**config.mk**
```make
export PLATFORM = sky130hd
export DESIGN_NAME = dsp_div32
export DESIGN_NICKNAME = d
export VERILOG_FILES = /design/src/rtl/sail_div_pkg.sv /design/src/rtl/dsp_sub32.sv /design/src/rtl/dsp_div32.sv
export SDC_FILE = /design/constraint.sdc
export NUM_CORES = 1
export LEC_CHECK = 0
export BUFFER_PORTS_ARGS = -buffer_cell sky130_fd_sc_hd__buf_2
export CORE_ASPECT_RATIO = 1.1
export CORE_MARGIN = 2
export CORE_UTILIZATION = 50
export CTS_CLUSTER_DIAMETER = 100
export DETAILED_ROUTE_END_ITERATION = 7
export GPL_TIMING_DRIVEN = 1
export HOLD_SLACK_MARGIN = 0.03
export PLACE_DENSITY = 0.72
export SYNTH_ARGS = -nofsm -noshare
export SYNTH_HDL_FRONTEND = slang
export SYNTH_SLANG_ARGS = --single-unit
```
**constraint.sdc**
```tcl
create_clock -name clk -period 4.1 [get_ports clk]
set_input_delay 0.205 -clock clk [delete_from_list [all_inputs] [get_ports clk]]
set_output_delay 0.205 -clock clk [all_outputs]
set_load 0.02 [all_outputs]
```
**src/rtl/sail_div_pkg.sv**
```systemverilog
// sail_div_pkg: shared definitions for the RV32M divider (dsp_div32).
//   - op encodings (funct3[1:0]) for DIV/DIVU/REM/REMU
//   - divider FSM state type
//   - iteration count and divide-by-zero quotient constant
//   - neg_if(): conditional two's-complement negation
package sail_div_pkg;

  localparam logic [1:0] OP_DIV  = 2'b00;
  localparam logic [1:0] OP_DIVU = 2'b01;
  localparam logic [1:0] OP_REM  = 2'b10;
  localparam logic [1:0] OP_REMU = 2'b11;

  typedef enum logic [1:0] {
    ST_IDLE,
    ST_RUN,
    ST_FIX,
    ST_DONE
  } div_state_e;

  localparam int unsigned DIV_ITERATIONS = 32;
  localparam logic [31:0] DIV0_QUOTIENT  = 32'hFFFF_FFFF;

  function automatic logic [31:0] neg_if(input logic neg, input logic [31:0] v);
    return neg ? (~v + 32'd1) : v;
  endfunction

endpackage

```
**src/rtl/dsp_sub32.sv**
```systemverilog
// dsp_sub32: purely combinational 32-bit subtractor, diff = a - b.
// Written so it maps onto one SB_MAC16 in adder/subtractor bypass mode
// (ADDSUB tied high, no input/output registers).
//   a_i      [31:0] minuend
//   b_i      [31:0] subtrahend
//   diff_o   [31:0] a - b (mod 2^32)
//   borrow_o        1 when b > a (unsigned)
module dsp_sub32 (
  input  logic [31:0] a_i,
  input  logic [31:0] b_i,
  output logic [31:0] diff_o,
  output logic        borrow_o
);

  logic [32:0] full;

  assign full     = {1'b0, a_i} - {1'b0, b_i};
  assign diff_o   = full[31:0];
  assign borrow_o = full[32];

endmodule

```
**src/rtl/dsp_div32.sv**
```systemverilog
// dsp_div32: multi-cycle restoring divider for DIV/DIVU/REM/REMU.
// One quotient bit per clock; trial subtraction in dsp_sub32.
//   clk, rst (async, active-high)
//   start          request, sampled only in IDLE
//   op[1:0]        00 DIV, 01 DIVU, 10 REM, 11 REMU
//   dividend[31:0] rs1, divisor[31:0] rs2 (captured on accepted start)
//   busy           high from the accepting edge through DONE
//   done           one-cycle pulse; result valid with it
//   result[31:0]   quotient (op[1]=0) or remainder (op[1]=1), held
// Build option: define DSP_DIV32_SIGNED_EN for signed DIV/REM semantics;
// otherwise op[0] is ignored and every operation is unsigned.
module dsp_div32
  import sail_div_pkg::*;
#(
  parameter int unsigned ITERATIONS = DIV_ITERATIONS
) (
  input  logic        clk,
  input  logic        rst,
  input  logic        start,
  input  logic [1:0]  op,
  input  logic [31:0] dividend,
  input  logic [31:0] divisor,
  output logic        busy,
  output logic        done,
  output logic [31:0] result
);

  localparam int unsigned         CNT_W    = $clog2(ITERATIONS);
  localparam logic [CNT_W-1:0]    CNT_LOAD = CNT_W'(ITERATIONS - 1);

  div_state_e        state_q;
  logic [CNT_W-1:0]  cnt_q;
  logic              op_rem_q;
  logic [31:0]       dvsr_q;
  logic [31:0]       quo_q;
  logic [31:0]       rem_q;
  logic              q_neg_q;
  logic              r_neg_q;
  logic              busy_q;
  logic              done_q;
  logic [31:0]       result_q;

  logic              a_neg, b_neg, div0, ovf;
  logic [31:0]       a_mag, b_mag, special_d;
  logic [31:0]       s_lo, t_diff, rem_d, quo_d, fix_q, fix_r;
  logic              borrow, sub_ok;

  // Operand sign handling at capture time.
`ifdef DSP_DIV32_SIGNED_EN
  assign a_neg = ~op[0] & dividend[31];
  assign b_neg = ~op[0] & divisor[31];
  assign ovf   = ~op[0] & (dividend == 32'h8000_0000) & (divisor == '1);
`else
  logic unused_op0;
  assign unused_op0 = op[0];
  assign a_neg = 1'b0;
  assign b_neg = 1'b0;
  assign ovf   = 1'b0;
`endif

  assign a_mag = neg_if(a_neg, dividend);
  assign b_mag = neg_if(b_neg, divisor);
  assign div0  = (divisor == '0);

  // Results for the cases that skip the iteration loop.
  always_comb begin
    special_d = '0;
    if (div0)
      special_d = op[1] ? dividend : DIV0_QUOTIENT;
    else
      special_d = op[1] ? 32'h0000_0000 : 32'h8000_0000;
  end

  // S = {R, Q[31]}: S[32] is rem_q[31], S[31:0] is s_lo.
  assign s_lo = {rem_q[30:0], quo_q[31]};

  dsp_sub32 u_sub (
    .a_i      (s_lo),
    .b_i      (dvsr_q),
    .diff_o   (t_diff),
    .borrow_o (borrow)
  );

  // A set S[32] means S >= 2^32 > divisor, so the trial always succeeds.
  assign sub_ok = rem_q[31] | ~borrow;
  assign rem_d  = sub_ok ? t_diff : s_lo;
  assign quo_d  = {quo_q[30:0], sub_ok};

  assign fix_q = neg_if(q_neg_q, quo_q);
  assign fix_r = neg_if(r_neg_q, rem_q);

  always_ff @(posedge clk or posedge rst) begin
    if (rst) begin
      state_q  <= ST_IDLE;
      cnt_q    <= '0;
      op_rem_q <= 1'b0;
      dvsr_q   <= '0;
      quo_q    <= '0;
      rem_q    <= '0;
      q_neg_q  <= 1'b0;
      r_neg_q  <= 1'b0;
      busy_q   <= 1'b0;
      done_q   <= 1'b0;
      result_q <= '0;
    end else begin
      done_q <= 1'b0;
      unique case (state_q)
        ST_IDLE: begin
          if (start) begin
            op_rem_q <= op[1];
            dvsr_q   <= b_mag;
            quo_q    <= a_mag;
            rem_q    <= '0;
            q_neg_q  <= a_neg ^ b_neg;
            r_neg_q  <= a_neg;
            cnt_q    <= CNT_LOAD;
            busy_q   <= 1'b1;
            if (div0 || ovf) begin
              result_q <= special_d;
              done_q   <= 1'b1;
              state_q  <= ST_DONE;
            end else begin
              state_q  <= ST_RUN;
            end
          end
        end
        ST_RUN: begin
          rem_q <= rem_d;
          quo_q <= quo_d;
          cnt_q <= cnt_q - CNT_W'(1);
          if (cnt_q == '0)
            state_q <= ST_FIX;
        end
        ST_FIX: begin
          result_q <= op_rem_q ? fix_r : fix_q;
          done_q   <= 1'b1;
          state_q  <= ST_DONE;
        end
        ST_DONE: begin
          busy_q  <= 1'b0;
          state_q <= ST_IDLE;
        end
        default: state_q <= ST_IDLE;
      endcase
    end
  end

  assign busy   = busy_q;
  assign done   = done_q;
  assign result = result_q;

endmodule

```
==> impl_metrics.json <==
{
  "status": "finished clean",
  "ys_seq_area_share_pct": 40.7,
  "ir_drop_v": 0.000475,
  "clk_path_buf_depth": 2,
  "setup_viol_count_final": 0,
  "track_usage_pct": 23.3,
  "synth_flop_cell": "dfrtp_1",
  "synth_warnings": 0,
  "critPathKind": "flip-flop to flip-flop",
  "pin_count": 103,
  "firstDrtPassIters": 5,
  "synth-seq-cells": 138,
  "top_usage_layer": "met2",
  "first_global_vias": 6582,
  "yosysUniqueCellTypes": 60,
  "drv_slew": 0,
  "hpwl_mm": 14.6,
  "post-route-min-period_ps": 3340,
  "grtUsageMet1_pct": 34.2,
  "yosysMostFrequentCell": "dfrtp_1",
  "max_slew_margin_pct": 32.3,
  "antenna_found_initial": 0,
  "rsz0062_at_grt": "false",
  "syn_avg_cell_area_sq_um": 9.40,
  "yosys-top-cells-area": "dfrtp_1 (41%), mux2i_1 (8.0%), ha_1 (5.6%)",
  "rrSetupSlack_ps": 760,
  "num-nets-final": 1103,
  "period_share_pct": 81.4,
  "die-area_sq_um": 18000,
  "ant_nets": 0,
  "cp_slowest_stage_delay_ps": 410,
  "arrival_ps": 3640,
  "ys_async_sr_fraction_pct": 100,
  "timing.rr.start": "quo_q[31]$_DFFE_PP0P_",
  "synth-edff-count": 0,
  "cpMaxStageDelayCell": "fa_1",
  "cts_tree": "yes",
  "power_leakage_nw": 4.83,
  "finalPower_w": 0.00881,
  "h-tree-depth": 4,
  "use_met2_pct": 35.5,
  "utilization_pct": 60.3,
  "whs_ps": 23.6,
  "grt_overflow": 0,
  "hp-class": "input pin to async pin",
  "clkTransAtPathRegs_ps": 60,
  "initial_utilization_pct": 51.4,
  "die_w_um": 128,
  "num_rows": 49,
  "netlist_instances": 902,
  "dr.first_iter.drc_count": 512,
  "rr_worst_depth": 13,
  "post-cts-setup-buffer-count": 0,
  "portBuffers": 101,
  "cts.sinks": 138,
  "chipHeight_um": 141,
  "grt_pass1_wl_mm": 33.5,
  "fillers": 1411,
  "avgRoutedWirePerCell_um": 16.9,
  "drive_gt1_share_pct": 19.1,
  "critical_path_required_ps": 4400,
  "multi_input_area_sq_um": 4650,
  "fin_setup_tns_ps": 0,
  "cp_max_fo": 43,
  "cts_buffers": 17,
  "timing.fmax_mhz": 300,
  "synth_area_sq_um": 8480,
  "vias": 6972,
  "finClkSkew_ps": 6.62,
  "cellPowerDensity_nw_per_um2": 886,
  "cts_root_buf": "clkbuf_16",
  "tightest_slew_ps": 1020,
  "critPathLaunchType": "flip-flop",
  "routed_wl_mm": 20.4,
  "antennaDiodeCount": 0,
  "synth_top_area_cell": "dfrtp_1",
  "rr_endpoint": "rem_q[11]$_DFFE_PP0P_",
  "crit_chain": "inv_1, ha_1, inv_1, fa_1, a21oi_1, a2bb2oi_1, a211oi_1, o211ai_1, a21oi_1, o21ai_4, buf_4, nor3_1, a211o_1",
  "grt_max_degree": 112,
  "place.gp.congestion": 0.894,
  "regArea_sq_um": 3450,
  "core_sq_um": 16500,
  "synth_fp_nets": 1010,
  "hold_viol": 0,
  "clk_latency_ps": 420,
  "viasPerCell": 5.75,
  "area_delta_synth_final_pct": 17.2,
  "synth_common_cells": "dfrtp_1 (138), nand2_1 (96), o21ai_0 (71)",
  "synth_top_area_share_pct": 40.7,
  "met3_usage_pct": 4.02,
  "cp-end-kind": "flip-flop",
  "timing.max_cap.violations": 0,
  "drc": 0
}
[worst max path at each step]
stage                                       end  depth (start not counted)             startpoint  slack [ps]
after floorplan                busy$_DFFE_PP0P_                          1                    rst         200
after global placement    rem_q[11]$_DFFE_PP0P_                         13  quo_q[31]$_DFFE_PP0P_         840
after detailed placement  rem_q[11]$_DFFE_PP0P_                         13  quo_q[31]$_DFFE_PP0P_         750
after CTS                 rem_q[11]$_DFFE_PP0P_                         13  quo_q[31]$_DFFE_PP0P_         730
after global routing      rem_q[11]$_DFFE_PP0P_                         13  quo_q[31]$_DFFE_PP0P_         540
final                     rem_q[11]$_DFFE_PP0P_                         13  quo_q[31]$_DFFE_PP0P_         760
[cell families after synthesis]
| group | after synthesis | share of synthesized area, % |
|---|---|---|
| muxes | 101 | 12.4 |
| buffers and inverters | 103 | 4.78 |
| AOI/OAI and AO/OA | 268 | 21.2 |
| and+or+nand+nor | 224 | 12.0 |
| xor gates and xnor gates | 29 | 2.99 |
| DFF | 138 | 40.7 |
| adders and majority gates | 39 | 5.84 |
[through the flow]
step	instances	worst slack, ps	area [sq um]
floorplan	902	199	8480
global placement	1161	843	9130
detailed placement	1161	750	9130
CTS	1212	732	9940
global route	1212	541	9940
finish	1212	762	9940
[worst max-delay path: cells and delay by family (launching register included)]
kind	cells	cell delay (ps)
compound gates	7	1550
fa+ha+maj	2	620
buf+inv	3	530
flops	1	390
simple gates	1	120
[cells in the final DEF (no fill, tap or decap), types with 9 or more instances in the layout]
cell,count
nand2b_1,10
xor2_1,10
buf_2,101
buf_4,11
nand4_1,9
a221oi_1,30
nor3_1,13
clkbuf_16,17
inv_1,45
a21o_1,42
dlygate4sd3_1,19
a21oi_1,40
ha_1,36
xnor2_1,19
nor2_1,55
a22o_1,16
mux2_2,33
o21a_1,9
o21ai_0,71
mux2i_1,68
dfrtp_1,137
o21ai_1,19
nand2_1,96
[what timing repair did]
item / 4_1_cts / 5_1_grt
endpoints found under the hold margin: 19 / 0
hold buffers: 19 / 0
resized for setup: 0 / 0
setup endpoints to repair: 0 / 0
[per-layer routing]
metal | wire (um) | vias to the layer above | part of all wire, %
met2 | 9380 | 180 | 46
li1 | - | 3441 | -
met1 | 9920 | 3332 | 49
met3 | 842 | 19 | 4.1
met5 | 0 | - | 0
met4 | 295 | 0 | 1.4
[report_power, final]
| part | switching (W) | leakage [nW] | internal [W] |
|---|---|---|---|
| Sequential | 0.000578 | 1.71 | 0.00200 |
| Combinational | 0.00268 | 2.82 | 0.00195 |
| Clock | 0.000581 | 0.305 | 0.00102 |
| Total | 0.00384 | 4.83 | 0.00497 |
[state kept, by name, indices dropped and copies added (netlist names)]
register  flops
busy          1
cnt_q         5
done          1
dvsr_q       32
op_rem_q      1
quo_q        32
rem_q        32
result       32
state_q       2
[cell type report]
cell class              count  area share [%]
clock buffers              21            4.83
flip-flops and latches    138            34.7
inverters                  46            1.79
clock inverters            11            1.43
multi-input cells         661            46.8
repair buffers            131            7.83
well taps                 204            2.57
Power figures use the tool's default switching activity.
